$ cat config.mk
export PLATFORM = sky130hd
export DESIGN_NAME = prog_loader
export DESIGN_NICKNAME = d
export VERILOG_FILES = /design/src/rtl/prog_loader.sv
export SDC_FILE = /design/constraint.sdc
export NUM_CORES = 1
export LEC_CHECK = 0
export ABC_AREA = 1
export BUFFER_PORTS_ARGS = -buffer_cell sky130_fd_sc_hd__clkbuf_2
export CORE_UTILIZATION = 50
export CTS_CLUSTER_DIAMETER = 120
export DETAILED_ROUTE_END_ITERATION = 12
export HOLD_SLACK_MARGIN = 0.06
export MAX_ROUTING_LAYER = met4
export PLACE_DENSITY = 0.77
export RECOVER_POWER = 25
export SLEW_MARGIN = 20
export SYNTH_ARGS = -nofsm -noshare
export SYNTH_HDL_FRONTEND = slang
export SYNTH_SLANG_ARGS = --single-unit
$ cat constraint.sdc
create_clock -name clk -period 1.5 [get_ports clk]
set_clock_uncertainty 0.1 [all_clocks]
set_input_delay 0.075 -clock clk [delete_from_list [all_inputs] [get_ports clk]]
set_output_delay 0.075 -clock clk [all_outputs]
set_load 0.02 [all_outputs]
$ cat src/rtl/prog_loader.sv
// Boot-time program loader for the single-cycle RV32I core.
// The loader keeps the core in reset and accepts a byte stream: a 4-byte
// little-endian word count N, then N little-endian 32-bit words. It writes
// each word to instruction memory and then releases the core's reset.
module prog_loader #(
  parameter int ADDR_W    = 6,
  parameter int MAX_WORDS = 64
) (
  input  logic              clk,
  input  logic              reset,
  input  logic              in_valid,
  input  logic [7:0]        in_data,
  output logic              in_ready,
  output logic              mem_we,
  output logic [ADDR_W-1:0] mem_addr,
  output logic [31:0]       mem_wdata,
  output logic              core_reset,
  output logic              done,
  output logic              error
);

  typedef enum logic [2:0] {HDR, DATA, FLUSH, RUN, ERR} loadStateT;

  loadStateT         state;
  loadStateT         stateNext;

  // One extra bit, so a full 2**ADDR_W image can be counted without wrapping.
  logic [ADDR_W:0]   wordIdx;
  logic [ADDR_W:0]   wordCnt;
  logic [1:0]        byteCnt;
  logic [23:0]       laneBuf;

  logic              accept;
  logic              lastByte;
  logic              lastWord;
  logic [31:0]       fullWord;

  // Assemble the in-flight word so its fourth byte can be used on the same edge.
  assign fullWord = {in_data, laneBuf};
  assign lastByte = (byteCnt == 2'd3);
  assign lastWord = ((wordIdx + (ADDR_W+1)'(1)) == wordCnt);

  // State register.
  always_ff @(posedge clk) begin
    if (reset) state <= HDR;
    else       state <= stateNext;
  end

  // Next-state decode and state-derived outputs.
  always_comb begin
    stateNext  = state;
    in_ready   = 1'b0;
    core_reset = 1'b1;
    done       = 1'b0;
    error      = 1'b0;
    accept     = 1'b0;
    case (state)
      HDR: begin
        in_ready = !reset;
        accept   = in_valid && !reset;
        if (accept && lastByte) begin
          if (fullWord == 32'd0)                   stateNext = RUN;
          else if (fullWord > 32'(MAX_WORDS))      stateNext = ERR;
          else                                     stateNext = DATA;
        end
      end
      DATA: begin
        in_ready = !reset;
        accept   = in_valid && !reset;
        if (accept && lastByte && lastWord) stateNext = FLUSH;
      end
      FLUSH: stateNext = RUN;
      RUN: begin
        core_reset = 1'b0;
        done       = 1'b1;
      end
      ERR: error = 1'b1;
      default: stateNext = HDR;
    endcase
  end

  // Byte packing, header latch, word counter and the registered write port.
  always_ff @(posedge clk) begin
    if (reset) begin
      byteCnt   <= 2'd0;
      wordIdx   <= '0;
      wordCnt   <= '0;
      laneBuf   <= 24'd0;
      mem_we    <= 1'b0;
      mem_addr  <= '0;
      mem_wdata <= 32'd0;
    end else begin
      mem_we <= 1'b0;
      if (accept) begin
        byteCnt <= byteCnt + 2'd1;
        case (byteCnt)
          2'd0:    laneBuf[7:0]   <= in_data;
          2'd1:    laneBuf[15:8]  <= in_data;
          2'd2:    laneBuf[23:16] <= in_data;
          default: ;
        endcase
        if (lastByte) begin
          // Only the low bits are kept; anything wider has already sent us to ERR.
          if (state == HDR) wordCnt <= fullWord[ADDR_W:0];
          if (state == DATA) begin
            mem_we    <= 1'b1;
            mem_wdata <= fullWord;
            mem_addr  <= wordIdx[ADDR_W-1:0];
            wordIdx   <= wordIdx + (ADDR_W+1)'(1);
          end
        end
      end
    end
  end

endmodule

==> out/summary.txt <==
worst-path maximum fanout: 7
Synth cell types: 30
Area Growth Syn to Fin: 35.2%
H-tree levels: 3
crit path capture type: flop
die area: 7200 um2
IR drop worst, VDD: 0.828 mV
TritonCTS clock tree: yes
Critical Path RT: 1.66 ns
GP Congestion: 0.853
CTS root buf: clkbuf_8
CTS Buf Count: 9
Post-Syn Area: 3430 um2
clock sinks: 82
status: complete, but fails checks
Wirelength per Cell: 15.8 um
Mapped Nets: 453
Final Hold Fails: 0
number of DRC markers in iteration 0: 277
# DRC: 3
row cnt: 29
asr flop ratio synth: 0
Setup CP Type: reg -> reg
die width: 84.9 um
dpl cell area: 3950 um2
Max transition margin: 0.782
Mapped Cells: 437
synth cell count leaders: dfxtp_1 (82), a21oi_1 (68), o21ai_0 (66), inv_1 (47), nand2_1 (39)
final wirelength: 9700 um
P per Cell Area: 1010 nW/um2
failing checks: DRC, setup timing
number of flops mapped to enable cells by yosys: 0
top-count cell post-synth: dfxtp_1
Seq cells post-synth: 82
Initial Utilization: 0.529
# port buffers: 53
Setup-failing EPs final: 4
GRT Overall Usage: 0.260
largest net degree at the start of global routing: 76
Pre-antenna DRT Iters: 11
dpl hpwl: 5390 um
Slew Viols, Final: 0
syn avg cell area: 7.86 um2
initial antenna violation count: 0
fin crit share: 1.17
Skew-Pair Late Insertion Delay: 0.36 ns
hold slack: 0.136 ns
Leak: 1.96 nW
slowest CP cell: dfxtp_4
Area contributors post-synth: dfxtp_1 (48%), a21oi_1 (9.9%), o21ai_0 (9.6%)
Startpoint Class: flop
CTS max path bufs: 2
sequential fraction of the synthesis area: 0.478
Yosys top cell area share: 0.478
Via-to-Cell Ratio: 5.50
antenna-violating nets left: 0
Final WS setup: -0.261 ns
crit-path cells: ha_4, nand3_2, nand2_2, nand2_2, nand2_1, nand3_2, nor2_2, nand2_1, nand2_2, nand2_1, o21bai_1, inv_1
die span in y: 84.9 um
Max stage delay on crit path: 0.38 ns
clock period minus worst slack: 1.76 ns
layout cell share with drive strength beyond 1: 0.263
unrepaired setup endpoints after global routing: true
vias in the first global route: 3074
Synth Flop Type: dfxtp_1
post-route cell area: 4640 um2
global-route wire length before repair: 14300 um
core area: 6490 um2
DR vias: 3378
Yosys warning count: 0
Final nets: 548
Overflow after GRT: 0
ant diodes: 0
worst hold path type: in -> reg
Yosys top cell by area: dfxtp_1
Max Fclk: 0.568 GHz
num ports: 54
worst slew pin tran: 0.324 ns
CP arrival: 1.92 ns
Max Cap Viol: 0
Clock transition at path regs: 0.08 ns
## layout make-up
class	instances	area (um2)
inverters	51	199
repair buffers	108	867
clock inverters	6	88.8
fillers	493	1850
multi-input cells	280	1580
clock buffers	10	138
flip-flops and latches	82	1680
well taps	77	96.3
## timing repair
action                                 4_1_cts  5_1_grt
pin swaps                                   16       17
hold buffers                                 9        0
gates resized for setup                     25       47
endpoints found under the hold margin       31        0
setup endpoints to repair                   25       77
cloned                                       1        4
buffers inserted                             9        5
## metal layers
| layer | up-vias | global-route usage | wire [um] | part of all wire |
|---|---|---|---|---|
| li1 | 1640 | - | - | - |
| met1 | 1557 | 0.312 | 3950 | 0.41 |
| met2 | 145 | 0.418 | 4860 | 0.50 |
| met3 | 36 | 0.0457 | 552 | 0.057 |
| met4 | 0 | 0.143 | 340 | 0.035 |
| met5 | - | - | 0 | 0 |
## cell families (layout without fill, tap and decap cells)
kind of cell | count (synthesis) | after routing | share of synthesized area
AND/OR/NAND/NOR | 127 | 127 | 0.180
buffers and inverters | 75 | 175 | 0.0980
flip-flops | 82 | 82 | 0.478
AO/OA/AOI/OAI | 146 | 146 | 0.221
adder cells (fa/ha/maj) | 5 | 5 | 0.0182
XOR/XNOR | 2 | 2 | 0.00510
## placed cells by master, fill, tap and decap left out, drive strengths merged
cell type / instances
nand3: 25
buf: 46
nand4: 4
bufinv: 2
o21ai: 72
dlygate4sd3: 8
dlymetal6s4s: 1
clkinv: 2
nand3b: 2
clkbuf: 63
nor3: 5
clkinvlp: 1
nor2: 43
xnor2: 1
xor2: 1
o211ai: 3
inv: 52
a21oi: 69
nand2: 48
o21bai: 1
a211oi: 1
ha: 5
dfxtp: 82
## registers in the layout, summed over array words and instances, names as in the netlist
signal,flops
byteCnt,2
laneBuf,24
mem_addr,6
mem_wdata,32
mem_we,1
state,3
wordCnt,7
wordIdx,7
## path summary, 6_finish.rpt
| kind | from | endpoint | slack [ns] | cells past startpoint |
|---|---|---|---|---|
| worst max-delay path | wordIdx[1] | state[0] | -0.26 | 12 |
| worst min-delay path | reset | state[1] | 0.14 | 4 |
| worst max register to register | wordIdx[1] | state[0] | -0.26 | 12 |
| worst min register to register | mem_addr[0] | mem_addr[0] | 0.38 | 2 |
## metrics by stage
stage | setup slack [ns] | std cells | utilization | TNS (ns) | power (mW)
6_report | -0.261 | 614 | 0.715 | -0.690 | 4.68
3_3_place_gp | -0.0790 | 571 | 0.607 | -0.242 | 2.77
4_1_cts | -0.163 | 606 | 0.685 | -0.629 | 4.62
5_1_grt | -0.368 | 614 | 0.715 | -1.61 | 4.84
3_5_place_dp | -0.220 | 571 | 0.607 | -0.592 | 2.78
2_1_floorplan | 0.00215 | 437 | - | 0 | 2.64
## critical path, delay by kind of cell (launching register included)
family                     cells  cell delay, ns
adders and majority gates      1            0.18
AOI/OAI and AO/OA              1            0.16
buffers and inverters          1            0.05
and+or+nand+nor                9            0.81
DFF                            1            0.38
## power by group
| part | switching, mW | total (mW) | internal [mW] |
|---|---|---|---|
| registers | 0.0502 | 2.28 | 2.23 |
| clock network | 0.828 | 1.82 | 0.988 |
| logic | 0.350 | 0.588 | 0.238 |
| total | 1.23 | 4.68 | 3.45 |
No activity file was read; power rests on OpenSTA's default activity.
